`src/rtl/practice_btn_conditioner.sv`:
```
// Three-channel push-button conditioner: 2-flop sync, per-channel debounce FSM,
// toggled level outputs plus per-channel press strobes and a combined change strobe.
`timescale 1ns/1ps

module practice_btn_conditioner #(
  parameter int DEBOUNCE_CYCLES = 16,
  parameter int CNT_W           = 8
) (
  input  logic       clk,
  input  logic       rst_n,
  input  logic [2:0] btn,
  output logic       a,
  output logic       b,
  output logic       c,
  output logic [2:0] press_pulse,
  output logic       changed
);

  typedef enum logic [1:0] {
    S_IDLE      = 2'd0,
    S_PRESS_CHK = 2'd1,
    S_HELD      = 2'd2,
    S_REL_CHK   = 2'd3
  } state_t;

  localparam logic [CNT_W-1:0] CNT_LAST = CNT_W'(DEBOUNCE_CYCLES - 1);

  logic [2:0] sync1;
  logic [2:0] sync2;
  logic [2:0] qualify;
  logic [2:0] level;

  // NOTE: sequential state always uses non-blocking assignments so every flop
  // samples the pre-edge value of its neighbours (the synchroniser depends on it).
  always_ff @(posedge clk or negedge rst_n) begin
    if (!rst_n) begin
      sync1 <= '0;
      sync2 <= '0;
    end else begin
      sync1 <= btn;
      sync2 <= sync1;
    end
  end

  for (genvar i = 0; i < 3; i++) begin : g_chan
    state_t           state;
    logic [CNT_W-1:0] cnt;

    // A press is accepted on the edge where the last required stable sample is seen.
    assign qualify[i] = (state == S_PRESS_CHK) && sync2[i] && (cnt == CNT_LAST);

    always_ff @(posedge clk or negedge rst_n) begin
      if (!rst_n) begin
        state <= S_IDLE;
        cnt   <= '0;
      end else begin
        case (state)
          S_IDLE: begin
            if (sync2[i]) begin
              state <= S_PRESS_CHK;
              cnt   <= '0;
            end
          end
          S_PRESS_CHK: begin
            if (!sync2[i]) begin
              state <= S_IDLE;
              cnt   <= '0;
            end else if (cnt == CNT_LAST) begin
              state <= S_HELD;
              cnt   <= '0;
            end else begin
              cnt <= cnt + 1'b1;
            end
          end
          S_HELD: begin
            if (!sync2[i]) begin
              state <= S_REL_CHK;
              cnt   <= '0;
            end
          end
          S_REL_CHK: begin
            if (sync2[i]) begin
              state <= S_HELD;
              cnt   <= '0;
            end else if (cnt == CNT_LAST) begin
              state <= S_IDLE;
              cnt   <= '0;
            end else begin
              cnt <= cnt + 1'b1;
            end
          end
          default: begin
            state <= S_IDLE;
            cnt   <= '0;
          end
        endcase
      end
    end
  end

  // Strobes and levels are registered from the same qualify term so they line up.
  always_ff @(posedge clk or negedge rst_n) begin
    if (!rst_n) begin
      press_pulse <= '0;
      changed     <= 1'b0;
      level       <= '0;
    end else begin
      press_pulse <= qualify;
      changed     <= |qualify;
      level       <= level ^ qualify;
    end
  end

  assign a = level[0];
  assign b = level[1];
  assign c = level[2];

endmodule

```
`config.mk`:
```
export PLATFORM = sky130hd
export DESIGN_NAME = practice_btn_conditioner
export DESIGN_NICKNAME = d
export VERILOG_FILES = /design/src/rtl/practice_btn_conditioner.sv
export SDC_FILE = /design/constraint.sdc
export NUM_CORES = 1
export LEC_CHECK = 0
export CELL_PAD_IN_SITES_DETAIL_PLACEMENT = 0
export CELL_PAD_IN_SITES_GLOBAL_PLACEMENT = 2
export CORE_ASPECT_RATIO = 1.4
export CORE_MARGIN = 2
export CORE_UTILIZATION = 30
export CTS_CLUSTER_SIZE = 12
export DETAILED_ROUTE_END_ITERATION = 16
export GPL_TIMING_DRIVEN = 0
export PLACE_DENSITY_LB_ADDON = 0.2
export SYNTH_ARGS = -nofsm -noshare
export SYNTH_HDL_FRONTEND = slang
export SYNTH_SLANG_ARGS = --single-unit
```
`constraint.sdc`:
```
create_clock -name clk -period 2 [get_ports clk]
set_input_delay 0.4 -clock clk [delete_from_list [all_inputs] [get_ports clk]]
set_output_delay 0.4 -clock clk [all_outputs]
set_load 0.03 [all_outputs]
```
Word-level counts from Yosys, hierarchy flattened
Index checks and enable logic that the tools add are counted.
Operators by class
  add/sub/neg operators: 3
  multiply operators: 0
  divide/modulo/power cells: 0
  $lt $le $gt $ge: 0
  equal/unequal tests: 24
  shift operators: 0
  mux-type cells: 39
  bitwise gates (word level): 1
  reduce and logical (&&, ||, !) cells: 16
Operators with widths (count)
  $mux W8: 15
  $pmux W8 S4: 3
  $mux W2: 18
  $add A8 B1 Y8 const B: 3
  $eq A8 B4 Y1 const B: 3
  $pmux W2 S4: 3
  $eq A2 B2 Y1 const B: 6
  $ne A2 B2 Y1 const B: 6
  $reduce_and A4 Y1: 3
  $ne A3 B2 Y1 const B: 3
  $ne A3 B3 Y1 const B: 3
  $eq A2 B1 Y1 const B: 3
  $logic_and A1 B1 Y1: 6
  $logic_not A2 Y1: 3
  $reduce_and A2 Y1: 3
  $reduce_or A3 Y1: 1
  $xor A3 B3 Y3: 1
Word-level totals
  flip-flop bits (word level): 43
  latch bits: 0
  RAM bits: 0
  ROM bits: 0
  input port bits: 5
  output and inout bits: 7
  logic and storage cells: 94
  memories kept: 0

Logic depth before layout (Yosys ltp)
  depth after elaboration: 4
  mapped depth: 5
  gate-level depth less buffers: 5

Worst setup path before layout
No wires, ideal clock.
  kind: reg2reg
  start: reg g_chan[0].cnt[4]
  end: reg (tool-made name)
  setup time: 0.125 ns
  arrival time: 1.584 ns
  required time: 1.875 ns
  path slack: 0.290 ns
  cell stages (with the launch flop): 6
  buffers on the path: 1
  period minus slack after synthesis: 1.710 ns
  cell sequence: dfrtp_1 > buf_6 > or4_4 > o211ai_4 > nand2_2 > mux2_4
RTL lines
  start: declaration: line 47  | logic [CNT_W-1:0] cnt;
  start signal: assignment: line 72  | cnt <= cnt + 1'b1;
  start signal: assignment: line 89  | cnt <= cnt + 1'b1;

==> metrics <==
area delta synth->final 15.9%; DRC 0; Total Wirelength 3830 µm; crit end category flop; hpwl dp 2730 µm; Power Density 953 nW/µm²; CTS buffer count 5; FF+latch count, synth 43; worst path buffer plus inverter count 0; Leak Pwr 1.06 nW; PortBufs 11; Cells after Synth 182; outcome complete, no violations; setup violators final 0; final std cells w/o fill 277; Nets 210; Slew headroom 0.640; clock skew 0.00354 ns; Synthesis Warnings 0; first-pass iteration count of the detailed router 4; # hold bufs at CTS 1; ant diodes 0; sequential-to-total area share from yosys stat 0.530; FMAX 547 MHz; Gate power share 0.265; CTS Sinks 43; sequential cell fraction of total power 0.474; layout cell share with drive strength beyond 1 0.128; Core Util, Final 0.358; GRT overflow 0; met3 WL 139 µm; min Tclk post-route 1.83 ns; worst setup path category reg2reg; Via density 5.23; first-pass GRT wire length 6570 µm; met2 wire length 1960 µm; Die Ht 101 µm; wire length per cell 13.8 µm; Syn Area/Cell 11.2 µm²; Max Slew Vio Count 0; worst skew pair latency 0.29 ns; Net Sw Power 0.000777 W; Synth cell types 39; CTS clk-pin slew, worst paths 0.09 ns; vias in the first global route 1389; initial core utilization 0.309; clock share of power 0.262; I/O pins 12; ratio of final minimum period to clock period 0.914; worst-margin pin slew 0.538 ns; die width 73.5 µm; internal cell power 0.00147 W; CTS tree done; RePlAce Congestion 0.754; largest net degree at the start of global routing 35; Post-Syn Area 2030 µm²; first-iteration detailed-routing DRC count 73; Critical Path Max Stage Delay 0.61 ns; CTS Buffer Depth 2; post-cts sizing count 0; crit-path cells or4_4, o211ai_4, nand2_1, mux2_1; Final Hold Fails 0; HP Class reg2reg; CP startpoint kind flop; Setup WS post-layout 0.172 ns; Net Sw Frac 0.347; uppermost routed layer met4; CORE AREA 6570 µm²; RSZ-0062 raised after global routing no; H-tree Lvls 2; CP Data Arrival Time 2.01 ns; maximum VDD drop 607 µV; crit-path leading delay family simple AND/OR/NAND/NOR gates; Die Area 7450 µm²; dpl cells 268; initial antenna violation count 0; Critical-path top delay cell or4_4; metal1 wirelength 1710 µm; syn nets 190; setup bufs post-CTS 0; DRT antenna net count 0; clock root buffer clkbuf_8; GRT Overall Usage 0.112; Req. time, crit path 2.18 ns; setup TNS 0 ns; max-cap violation count 0; routed via count 1449; # rows 35; Place WS 0.176 ns; CP Max Fanout 6
[synth_stat cells]
master	n	area (µm²)
dfrtp_1	43	1080
nand2_1	22	82.6
o21ai_0	14	70.1
nand3_1	13	65.1
a21oi_1	9	45.0
xor2_1	9	78.8
nor2_1	7	26.3
nand2b_1	6	37.5
a31oi_1	4	25.0
and3_1	4	25.0
a22o_1	3	26.3
and2_1	3	18.8
ha_1	3	37.5
or3_1	3	18.8
a21o_1	2	15.0
a41oi_1	2	17.5
inv_1	2	7.51
mux2_1	2	22.5
mux2i_1	2	20.0
nand4_1	2	12.5
nor4_4	2	42.5
o211a_1	2	20.0
o211ai_1	2	15.0
o211ai_4	2	42.5
or2_2	2	12.5
or4_1	2	15.0
or4_4	2	22.5
xor2_2	2	32.5
a32o_1	1	10.0
buf_2	1	5.00
buf_6	1	11.3
clkbuf_4	1	7.51
mux2_4	1	15.0
nand2_2	1	6.26
nand4b_1	1	8.76
nor3_1	1	5.00
o211a_4	1	17.5
o21ai_1	1	5.00
xnor2_1	1	8.76
[power groups by stage]
stage	logic (W)	registers, W	clock network, W
6_report	0.000594	0.00106	0.000587
5_1_grt	0.000664	0.00108	0.000654
4_1_cts	0.000604	0.00106	0.000616
3_5_place_dp	0.000600	0.00108	0
3_3_place_gp	0.000582	0.00107	0
2_1_floorplan	0.000471	0.00106	0
[metal layers]
metal,up-vias,GRT usage
met1,715,0.135
met3,2,0.0289
met5,-,0
met4,0,0.0392
met2,30,0.192
li1,702,-
[path summary, 6_finish.rpt]
check                           cells after the start                            to  slack, ns                         start
worst max-delay path                                4                          flop       0.17  g_chan[1].cnt[4]$_DFFE_PN0P_
worst min-delay path                                0            sync2[1]$_DFF_PN0_       0.36            sync1[1]$_DFF_PN0_
worst max register to register                      4                          flop       0.17  g_chan[1].cnt[4]$_DFFE_PN0P_
worst min register to register                      0            sync2[1]$_DFF_PN0_       0.36            sync1[1]$_DFF_PN0_
max in group asynchronous                           3  g_chan[0].cnt[6]$_DFFE_PN0P_       1.04                         rst_n
min in group asynchronous                           2  g_chan[2].cnt[6]$_DFFE_PN0P_       0.51                         rst_n
[flip-flops by register name, summed over array words and instances (netlist names), named ones only]
signal	cells
press_pulse	3
g_chan.state	3
sync1	3
level	3
changed	1
sync2	3
g_chan.cnt	24
[through the flow]
stage	instance area [µm²]	total power, W	hold slack (ns)
final	2350	0.00224	0.355
after global routing	2350	0.00240	0.380
after CTS	2350	0.00228	0.364
after detailed placement	2250	0.00168	0.284
after global placement	2230	0.00165	0.341
after floorplan	2030	0.00153	0.104
[cell type report]
| cell class | count | area, µm² |
|---|---|---|
| fillers | 648 | 4220 |
| flip-flops and latches | 43 | 1080 |
| multi-input cells | 134 | 923 |
| repair buffers | 13 | 135 |
| well taps | 74 | 92.6 |
| clock buffers | 5 | 68.8 |
| clock inverters | 3 | 26.3 |
| plain buffers | 3 | 23.8 |
| inverters | 2 | 7.51 |
[cell families after synthesis]
family	share of synthesized area
AO/OA/AOI/OAI	0.152
AND/OR/NAND/NOR	0.197
buffers and inverters	0.0154
adder cells (fa/ha/maj)	0.0185
multiplexers	0.0283
flip-flops	0.530
XOR/XNOR	0.0592
[worst register-to-register path: stages (launching register included)]
cell      delay, ns
dfrtp_1        0.45
or4_4          0.61
o211ai_4       0.26
nand2_1        0.09
mux2_1         0.31
[cell usage in the layout, fill, tap and decap left out, types with 3 or more instances in the layout]
cell type        instances
clkdlybuf4s50_1         10
and2_1                   3
o21ai_0                 14
dfrtp_1                 43
nand2_1                 22
and3_1                   4
ha_1                     3
nand2b_1                 6
nand3_1                 13
a21oi_1                  9
a31oi_1                  4
clkbuf_8                 5
nor2_1                   7
xor2_1                   9
a22o_1                   3
or3_1                    3
No activity file was read; power rests on OpenSTA's default activity.
